$ cat src/rtl/shifter_pkg.sv
// Shared op codes and FSM state encodings for the iterative shifter.
package shifter_pkg;

   localparam logic [1:0] OP_LSL = 2'b00;
   localparam logic [1:0] OP_LSR = 2'b01;
   localparam logic [1:0] OP_ASR = 2'b10;
   localparam logic [1:0] OP_ROR = 2'b11;

   typedef enum logic [1:0] {
      ST_IDLE  = 2'd0,
      ST_SHIFT = 2'd1,
      ST_DONE  = 2'd2
   } state_t;

endpackage

$ cat src/rtl/shifter_iter_shift_step.sv
// Combinational single step of the iterative shifter: shifts data by 0..MAX_STEP bits.
module shift_step
   import shifter_pkg::*;
#(
   parameter int WIDTH    = 8,
   parameter int MAX_STEP = 1,
   parameter int AMT_W    = $clog2(MAX_STEP + 1)
) (
   input  logic [WIDTH-1:0] data,
   input  logic [AMT_W-1:0] amount,
   input  logic [1:0]       op,
   output logic [WIDTH-1:0] result
);

   logic [WIDTH-1:0] lsl_c [0:MAX_STEP];
   logic [WIDTH-1:0] lsr_c [0:MAX_STEP];
   logic [WIDTH-1:0] asr_c [0:MAX_STEP];
   logic [WIDTH-1:0] ror_c [0:MAX_STEP];

   // One candidate per legal step size; the mux below picks the requested one.
   genvar gi;
   generate
      for (gi = 0; gi <= MAX_STEP; gi++) begin : g_cand
         if (gi == 0) begin : g_zero
            assign lsl_c[gi] = data;
            assign lsr_c[gi] = data;
            assign asr_c[gi] = data;
            assign ror_c[gi] = data;
         end else begin : g_nz
            assign lsl_c[gi] = {data[WIDTH-1-gi:0], {gi{1'b0}}};
            assign lsr_c[gi] = {{gi{1'b0}}, data[WIDTH-1:gi]};
            assign asr_c[gi] = {{gi{data[WIDTH-1]}}, data[WIDTH-1:gi]};
            assign ror_c[gi] = {data[gi-1:0], data[WIDTH-1:gi]};
         end
      end
   endgenerate

   always_comb begin
      result = data;
      for (int i = 0; i <= MAX_STEP; i++) begin
         if (amount == AMT_W'(i)) begin
            case (op)
               OP_LSL:  result = lsl_c[i];
               OP_LSR:  result = lsr_c[i];
               OP_ASR:  result = asr_c[i];
               default: result = ror_c[i];
            endcase
         end
      end
   end

endmodule

$ cat src/rtl/shifter_iter.sv
// Multi-cycle shift unit (LSL/LSR/ASR/ROR) with valid/ready on both sides,
// shifting at most MAX_STEP bits per cycle.
module shifter_iter
   import shifter_pkg::*;
#(
   parameter int WIDTH    = 8,
   parameter int SHAMT_W  = 3,
   parameter int MAX_STEP = 1
) (
   input  logic               clk,
   input  logic               reset_n,
   input  logic               in_valid,
   output logic               in_ready,
   input  logic [WIDTH-1:0]   d_in,
   input  logic [SHAMT_W-1:0] shamt,
   input  logic [1:0]         op,
   output logic               out_valid,
   input  logic               out_ready,
   output logic [WIDTH-1:0]   d_out,
   output logic               busy
);

   localparam int AMT_W = $clog2(MAX_STEP + 1);

   state_t             state_reg, state_next;
   logic [WIDTH-1:0]   data_reg;
   logic [SHAMT_W-1:0] rem_reg;
   logic [1:0]         op_reg;
   logic [WIDTH-1:0]   d_out_reg;
   logic               out_valid_reg;
   logic [AMT_W-1:0]   step;
   logic [WIDTH-1:0]   data_next;
   logic               accept;

   assign accept = in_valid && in_ready;

   always_comb begin
      if (rem_reg < SHAMT_W'(MAX_STEP)) begin
         step = AMT_W'(rem_reg);
      end else begin
         step = AMT_W'(MAX_STEP);
      end
   end

   shift_step #(
      .WIDTH    (WIDTH),
      .MAX_STEP (MAX_STEP),
      .AMT_W    (AMT_W)
   ) u_step (
      .data   (data_reg),
      .amount (step),
      .op     (op_reg),
      .result (data_next)
   );

   always_ff @(posedge clk or negedge reset_n) begin
      if (!reset_n) begin
         state_reg <= ST_IDLE;
      end else begin
         state_reg <= state_next;
      end
   end

   always_comb begin
      state_next = state_reg;
      case (state_reg)
         ST_IDLE:  if (accept) state_next = ST_SHIFT;
         ST_SHIFT: if (rem_reg == '0) state_next = ST_DONE;
         ST_DONE:  if (out_ready) state_next = ST_IDLE;
         default:  state_next = ST_IDLE;
      endcase
   end

   always_comb begin
      in_ready = (state_reg == ST_IDLE);
      busy     = (state_reg != ST_IDLE);
   end

   // Operands are captured only on accept, so X on the inputs at other times never enters.
   always_ff @(posedge clk or negedge reset_n) begin
      if (!reset_n) begin
         data_reg      <= '0;
         rem_reg       <= '0;
         op_reg        <= '0;
         d_out_reg     <= '0;
         out_valid_reg <= 1'b0;
      end else begin
         case (state_reg)
            ST_IDLE: begin
               if (accept) begin
                  data_reg <= d_in;
                  rem_reg  <= shamt;
                  op_reg   <= op;
               end
            end
            ST_SHIFT: begin
               if (rem_reg != '0) begin
                  data_reg <= data_next;
                  rem_reg  <= rem_reg - SHAMT_W'(step);
               end else begin
                  d_out_reg     <= data_reg;
                  out_valid_reg <= 1'b1;
               end
            end
            ST_DONE: begin
               if (out_ready) out_valid_reg <= 1'b0;
            end
            default: out_valid_reg <= 1'b0;
         endcase
      end
   end

   assign out_valid = out_valid_reg;
   assign d_out     = d_out_reg;

endmodule

$ cat config.mk
export PLATFORM = sky130hd
export DESIGN_NAME = shifter_iter
export DESIGN_NICKNAME = d
export VERILOG_FILES = /design/src/rtl/shifter_pkg.sv /design/src/rtl/shifter_iter_shift_step.sv /design/src/rtl/shifter_iter.sv
export SDC_FILE = /design/constraint.sdc
export NUM_CORES = 1
export LEC_CHECK = 0
export ABC_AREA = 1
export CAP_MARGIN = 15
export CELL_PAD_IN_SITES_DETAIL_PLACEMENT = 1
export CELL_PAD_IN_SITES_GLOBAL_PLACEMENT = 1
export CORE_MARGIN = 5
export CORE_UTILIZATION = 43
export CTS_CLUSTER_DIAMETER = 100
export CTS_CLUSTER_SIZE = 10
export DETAILED_ROUTE_END_ITERATION = 6
export DONT_BUFFER_PORTS = 1
export PLACE_DENSITY = 0.78
export SYNTH_ARGS = -nofsm -noshare
export SYNTH_HDL_FRONTEND = slang
export SYNTH_HIERARCHICAL = 1
export SYNTH_SLANG_ARGS = --single-unit
$ cat constraint.sdc
create_clock -name clk -period 1.8 [get_ports clk]
set_input_delay 0.36 -clock clk [delete_from_list [all_inputs] [get_ports clk]]
set_output_delay 0.36 -clock clk [all_outputs]
set_load 0.01 [all_outputs]
# == After elaboration in Yosys (flattened, before gate mapping) ==
# Index checks and enable logic that the tools add are counted.
# totals
register_bits,24
input_bits,17
# classes
addsub,1
n_lt_le_gt_ge,1
eq_ne,11
n_mux,16
bitwise_logic,2
reduce_logical,14
# ops
cell,n
2-to-1 mux 8 bit,3
one-hot mux 8 bit (3 select lines),1
one-hot mux 8 bit (2 select lines),1
!= test 2 bit (second input constant),6
AND reduction 3 bit,3
2-to-1 mux 2 bit,3
2-to-1 mux 3 bit,2
one-hot mux 2 bit (3 select lines),1
one-hot mux 3 bit (2 select lines),1
AND reduction 5 bit,1
== test 2 x 1 -> 1 bit (second input constant),2
== test 2 bit (second input constant),2
zero test 2 bit,2
AND reduction 2 bit,2
AND reduction 4 bit,1
nonzero test 2 bit,2
zero test 3 bit,1
less-than comparator 3 x 1 -> 1 bit (second input constant),1
2-to-1 mux 1 bit,3
one-hot mux 1 bit (3 select lines),1
nonzero test 3 bit,1
subtractor 3 x 1 -> 3 bit,1
!= test 2 x 1 -> 1 bit (second input constant),1
NOT 1 bit,2
logical AND 1 bit,1

# == Logic depth before layout (Yosys ltp) ==
# Gate-level depths: netlist of run 1.
# depth
ltp_word,5
depth_mapped,10
ltp_nobuf,9

# == By module ==
# Netlist of run 1, hierarchy kept.
# by_module_without_submodules
module,instances,cells_each,area_each_um2
shifter_iter,1,150,1171.1
shift_step,1,53,225.2

# == Worst setup path before layout of run 1 ==
# No wires, ideal clock.
# synth_path
path_kind,register to register
from,register rem_reg[1]
to,register data_reg[7]
setup_time_ns,0.116
arrival_time_ns,1.156
setup_slack_ns,0.527
path_stages_with_launch,10
n_path_buf,1
cell_sequence,dfrtp_1 -> nor2_4 -> nand2_1 -> buf_4 -> a21oi_1 -> nor2_1 -> nand2_1 -> nand2_1 -> nand2_1 -> nand2_1
# synth_via
elab_chain_cells,4
elab_cells_between_ends,6
classes_between,order compare: 1; eq/ne: 2; mux: 1; reduce/logical: 2
# synth_lines
element,line,source
from (decl),shifter_iter.sv:27,logic [SHAMT_W-1:0] rem_reg;
from (signal assigned),shifter_iter.sv:92,rem_reg <= shamt;
from (signal assigned),shifter_iter.sv:99,rem_reg <= rem_reg - SHAMT_W'(step);
less-than comparator 3 x 1 -> 1 bit,shifter_iter.sv:38,if (rem_reg < SHAMT_W'(MAX_STEP)) begin
2-to-1 mux 1 bit,shifter_iter.sv:38,
via step,shifter_iter.sv:31,logic [AMT_W-1:0] step;
!= test 2 bit (no line),-,
AND reduction 5 bit (no line),-,
to (signal assigned),shifter_iter.sv:91,data_reg <= d_in;
to (signal assigned),shifter_iter.sv:98,data_reg <= data_next;
to (decl),shifter_iter.sv:26,logic [WIDTH-1:0] data_reg;
# The timed path passes the listed nets, and every way through them passes these cells.
# A chain may end at the register's enable or synchronous reset.

# == Worst setup path in the final report of run 1 ==
# layout_path
from,register rem_reg[2]
to,register data_reg[6]
# layout_via
elab_chain_cells,4
elab_cells_between_ends,6
classes_between,order compare: 1; eq/ne: 2; mux: 1; reduce/logical: 2
# layout_lines
element,line
less-than comparator 3 x 1 -> 1 bit,shifter_iter.sv:38
2-to-1 mux 1 bit,shifter_iter.sv:38
via step,shifter_iter.sv:31
!= test 2 bit (no line),-
AND reduction 4 bit (no line),-
# The timed path passes the listed nets, and every way through them passes these cells.

==> run_results.csv, run 1 <==
group,metric,value,unit
clocking,clock_latency,310,ps
logic_synthesis,synth_top_family_by_area,"simple AND/OR/NAND/NOR gates",
global_route,grt_pass1_vias,1332,
final_layout,final_area,1480,um2
final_layout,nFillCells,419,
clocking,numClockSinks,24,
power_and_ir_drop,finalPower,3.07,mW
worst_hold_path,hold_depth,1,
placed_design,dp.cells,243,
floorplan,die_w,67.0,um
clocking,clkTransAtPathRegs,130,ps
floorplan,die_area,4490,um2
critical_path,end_kind,"register",
placed_design,gp_congestion,0.828,
drt,vias_per_cell,4.91,
logic_synthesis,syn_area,1400,um2
clocking,cts_buffers,3,
worst_hold_path,hp-class,"in -> reg",
critical_path,timing.rr.end,"data_reg[6]",
final_layout,final_layout_size_suffix_gt1_share,8.33,%
critical_path,worstPathArrival,1830,ps
logic_synthesis,synth_top_area_share,43.0,%
final_layout,fin_util,48.2,%
logic_synthesis,ys_ff_latch,24,
sta,setup_viol,0,
drt,drt_iter0_markers,49,
drt,drc,0,
status,status,"complete, no violations",
critical_path,reg2regPathDepth,9,
final_layout,layout_commonest_cell,"nand2_1",
floorplan,row_count,20,
sta,holdWs,110,ps
placed_design,dp_slack,276,ps
critical_path,cp.required,2060,ps
placed_design,port_buffers,0,
critical_path,r2r_start,"rem_reg[2]",
global_route,grt.overflow.total,0,
power_and_ir_drop,p_leak,0.832,nW
sta,hold_violations,0,
floorplan,io_pins,28,
logic_synthesis,synth_area_leaders,"dfrtp_1 43%, nand2_1 26%, nand3_1 7.9%, inv_1 6.7%, o21ai_1 3.2%",
floorplan,die_h,67.0,um
critical_path,reg2reg_slack,230,ps
sta,fmax,637,MHz
clocking,cts_tree,"yes",
sta,finalSetupTns,0,ps
global_route,grt_max_degree,25,
critical_path,critPathBufInv,1,
final_layout,diodes,0,
logic_synthesis,synth_area_leader_cell,"dfrtp_1",
power_and_ir_drop,p_per_area,2070,nW/um2
global_route,antenna_found_initial,0,
job,max_cap_viol_count,0,
logic_synthesis,synth-simple-area-share,40.0,%
placed_design,hpwl,2570,um
critical_path,critical_path.top_delay_family,"simple AND/OR/NAND/NOR gates",
sta,finalClockSkew,1.80,ps
clocking,cts-root-buf,"clkbuf_4",
power_and_ir_drop,vdd_drop_max,0.688,mV
final_layout,most-common-layout-cells,"96 x nand2_1, 25 x inv_1, 24 x dfrtp_1, 22 x nand3_1, 9 x o21ai_1",
critical_path,crit_type,"reg -> reg",
floorplan,initial_core_util,45.4,%
worst_hold_path,hold_start,"out_ready",
logic_synthesis,syn_inst,203,
sta,rsz0062_at_grt,"false",
logic_synthesis,avgSynthCellArea,6.88,um2
drt,firstDrtPassIters,4,
logic_synthesis,synth_seq_area_share,43.0,%
worst_hold_path,whs_endpoint,"state_reg[1]",
global_route,grt_usage,17.9,%
final_layout,areaGrowthSynthToFinish,6.18,%
placed_design,dpl_cell_area,1430,um2
floorplan,core-area,3080,um2
sta,fin_crit,1570,ps
clocking,cts_buffer_depth,2,
critical_path,slowest_delay,460,ps
clocking,cts.htree.levels,1,
logic_synthesis,synth_xor_area_share,0,%
global_route,grt_pass1_wl,6110,um
critical_path,slowest_stage,"dfrtp_1",
drt,drt.antenna.violating_nets,0,
logic_synthesis,ys_types,20,
clocking,post_cts_buffers,0,
critical_path,crit_path_max_fanout,12,
drt,wl,3480,um
logic_synthesis,synth_fa_ha_area_share,0.896,%
sta,fin_ws,229,ps
critical_path,start_kind,"register",
sta,post-route-period-util,87.3,%
final_layout,nets,224,
logic_synthesis,synth.yosys.warnings,6,
critical_path,crit_start,"rem_reg[2]",
logic_synthesis,synth_mux_area_share,0,%
logic_synthesis,synth_fp_nets,221,
critical_path,crit_path_frequent_cell,"nand2_1",
sta,slew_headroom,72.8,%
critical_path,worstPathCellList,"nor2_4 -> nand2_1 -> inv_1 -> nand2_1 -> nand2_1 -> nand2_1 -> nand2_1 -> nand2_1 -> nand2_1",
sta,drv_slew,0,
sta,tightestPinTransition,407,ps
logic_synthesis,synth-compound-area-share,5.73,%
drt,wire_per_inst,14.0,um
drt,vias,1217,
final_layout,instances_no_fill,248,
-- repair_timing --
item,CTS,global route
gates resized for setup,0,0
hold endpoints to repair,24,0
hold buffers,2,0
-- Yosys cell counts --
cell and count:
nand3_1 22, a21oi_1 3, inv_2 2, buf_2 5, nand2_1 96, o21ai_0 1, nor2_2 2, inv_1 25
o21ai_1 9, nand3_4 1, dfrtp_1 24, nand2_4 1, buf_4 1, nor2_1 3, buf_6 1, nand2_2 2
nor2_4 2, o21a_1 1, ha_1 1, o31ai_1 1
-- final cells by class --
| class | count | area [um2] | area share (%) |
|---|---|---|---|
| flip-flops and latches | 24 | 601 | 40.5 |
| inverters | 27 | 101 | 6.84 |
| repair buffers | 5 | 52.6 | 3.54 |
| well taps | 44 | 55.1 | 3.71 |
| clock buffers | 3 | 22.5 | 1.52 |
| multi-input cells | 145 | 651 | 43.9 |
-- worst max-delay path by stage --
stage                       end  slack (ps)  depth (start not counted)
finish              data_reg[6]         230                          9
global route        data_reg[6]          20                          9
global placement    data_reg[6]         360                          9
CTS                        busy         230                          3
floorplan           data_reg[7]         530                          9
detailed placement  data_reg[1]         280                          9
-- power by group --
part / total, mW / internal, mW / switching (mW)
Clock: 0.239 / 0.0782 / 0.160
Combinational: 1.73 / 0.588 / 1.15
Sequential: 1.10 / 0.793 / 0.304
-- worst reg2reg max path, cell delays in order (launching register included) --
cell and delay (ps):
dfrtp_1 460, nor2_4 150, nand2_1 270, inv_1 260, nand2_1 80, nand2_1 70
nand2_1 60, nand2_1 50, nand2_1 50, nand2_1 70
-- routing by layer --
layer	routed length [um]	global-route usage, %	up-vias
li1	-	-	619
met1	1640	23.4	571
met2	1660	30.9	25
met3	165	2.53	2
met4	13	3.80	0
met5	0	0	-
-- kinds of logic after synthesis --
logic type / Yosys count
fa+ha+maj: 1
compound gates: 15
buf+inv: 34
simple gates: 129
flops: 24
Power figures use the tool's default switching activity.
==> run 2: changes to the inputs <==
Settings changed: CORE_UTILIZATION 43 to 30, PLACE_DENSITY 0.78 to 0.58.
==> run 2 against run 1 <==
Compared with the run above: cell count rose by 3.2%; clock skew barely moved; flip-flop and latch count did not move; design area rose by 3.5%; hold slack improved by 58 ps; highest routed layer unchanged.
==> run_results.csv, run 2 (synthesized netlist as in run 1, its figures left out) <==
group,metric,value,unit
status,status,"complete, no violations",
worst_hold_path,hp-class,"in -> reg",
critical_path,start_kind,"register",
sta,fmax,636,MHz
final_layout,nets,223,
critical_path,reg2reg_slack,230,ps
final_layout,final_area,1530,um2
sta,slew_headroom,68.6,%
sta,setup_viol,0,
clocking,clkTransAtPathRegs,90,ps
drt,firstDrtPassIters,4,
critical_path,timing.rr.end,"data_reg[3]",
clocking,cts.htree.levels,1,
critical_path,worstPathCellList,"nor2_4 -> nand2_1 -> inv_1 -> nand2_1 -> nand2_1 -> nand2_1 -> nand2_1 -> nand2_1 -> nand2_1",
critical_path,end_kind,"register",
floorplan,io_pins,28,
drt,drt.antenna.violating_nets,0,
placed_design,hpwl,2860,um
critical_path,cp.required,2020,ps
floorplan,die_area,6120,um2
floorplan,die_h,78.2,um
power_and_ir_drop,p_per_area,2180,nW/um2
critical_path,crit_start,"rem_reg[1]",
power_and_ir_drop,p_leak,0.849,nW
sta,rsz0062_at_grt,"false",
drt,vias_per_cell,4.74,
drt,vias,1213,
clocking,cts_buffer_depth,2,
sta,finalSetupTns,0,ps
final_layout,layout_commonest_cell,"nand2_1",
critical_path,crit_path_max_fanout,12,
final_layout,fin_util,34.5,%
global_route,antenna_found_initial,0,
drt,drt_iter0_markers,55,
floorplan,die_w,78.2,um
sta,fin_crit,1570,ps
drt,wl,3870,um
critical_path,slowest_stage,"dfrtp_1",
job,max_cap_viol_count,0,
critical_path,crit_type,"reg -> reg",
floorplan,initial_core_util,31.4,%
placed_design,port_buffers,0,
final_layout,diodes,0,
placed_design,dpl_cell_area,1430,um2
global_route,grt.overflow.total,0,
final_layout,final_layout_size_suffix_gt1_share,8.33,%
global_route,grt_max_degree,25,
worst_hold_path,hold_depth,1,
placed_design,gp_congestion,0.808,
clocking,cts-root-buf,"clkbuf_8",
critical_path,r2r_start,"rem_reg[1]",
sta,drv_slew,0,
clocking,postCtsHoldBufs,2,
clocking,post_cts_buffers,0,
global_route,grt_pass1_wl,6710,um
clocking,clock_latency,270,ps
power_and_ir_drop,vdd_drop_max,0.551,mV
sta,tightestPinTransition,470,ps
critical_path,crit_path_frequent_cell,"nand2_1",
final_layout,areaGrowthSynthToFinish,9.86,%
global_route,grt_pass1_vias,1295,
clocking,numClockSinks,24,
clocking,cts_resized,0,
drt,drc,0,
floorplan,row_count,24,
sta,finalClockSkew,2.20,ps
drt,wire_per_inst,15.1,um
clocking,cts_buffers,3,
sta,hold_violations,0,
clocking,cts_tree,"yes",
critical_path,slowest_delay,430,ps
final_layout,nFillCells,568,
critical_path,worstPathArrival,1790,ps
floorplan,core-area,4440,um2
critical_path,reg2regPathDepth,9,
sta,post-route-period-util,87.4,%
critical_path,crit_end,"data_reg[3]",
global_route,grt_usage,13.9,%
final_layout,most-common-layout-cells,"96 x nand2_1, 25 x inv_1, 24 x dfrtp_1, 22 x nand3_1, 9 x o21ai_1",
-- run 2: cell count changes in the layout (fill, tap and decap cells not counted), sizes merged --
cell    delta
buf        -1
bufinv     +1
-- run 2: how the worst min path moves through the flow --
stage,startpoint,endpoint,slack [ps]
after floorplan,reset_n,d_out[0],60
after global placement,reset_n,d_out[0],70
after detailed placement,reset_n,state_reg[1],70
after CTS,out_ready,state_reg[1],160
after global routing,out_ready,state_reg[1],160
final,out_ready,state_reg[1],170
-- run 2: critical path: cells and delay by family, from the launching register on --
kind,cells,cell delay [ps]
flip-flops,1,430
AND/OR/NAND/NOR,8,820
buffers and inverters,1,260
-- run 2: metrics by stage --
stage	setup WS, ps	hold slack (ps)	cells	power (mW)
after floorplan	527	64.4	203	2.45
final	228	167	256	3.34
after global placement	315	65.1	250	2.80
after detailed placement	258	65.2	250	2.88
after global routing	34.2	160	256	3.72
after CTS	222	158	256	3.40
-- run 2: area by class of cell --
type | instances | area, um2 | share of cell area, %
Clock buffer | 3 | 41.3 | 2.69
Clock inverter | 1 | 30.0 | 1.96
Inverter | 27 | 101 | 6.61
Multi-Input combinational cell | 145 | 651 | 42.4
Sequential cell | 24 | 601 | 39.2
Tap cell | 52 | 65.1 | 4.24
Timing Repair Buffer | 4 | 45.0 | 2.94
-- run 2: power by group --
part           switching [mW]  internal (mW)
registers               0.309          0.795
clock network           0.189          0.298
logic                    1.18          0.571
total                    1.68           1.66
-- run 2: routing by layer --
layer,global-route usage (%),wire (um),part of all wire (%)
met1,17.4,1720,45
met5,0,0,0
met3,2.52,151,3.9
met4,4.20,22,0.57
met2,24.2,1970,51
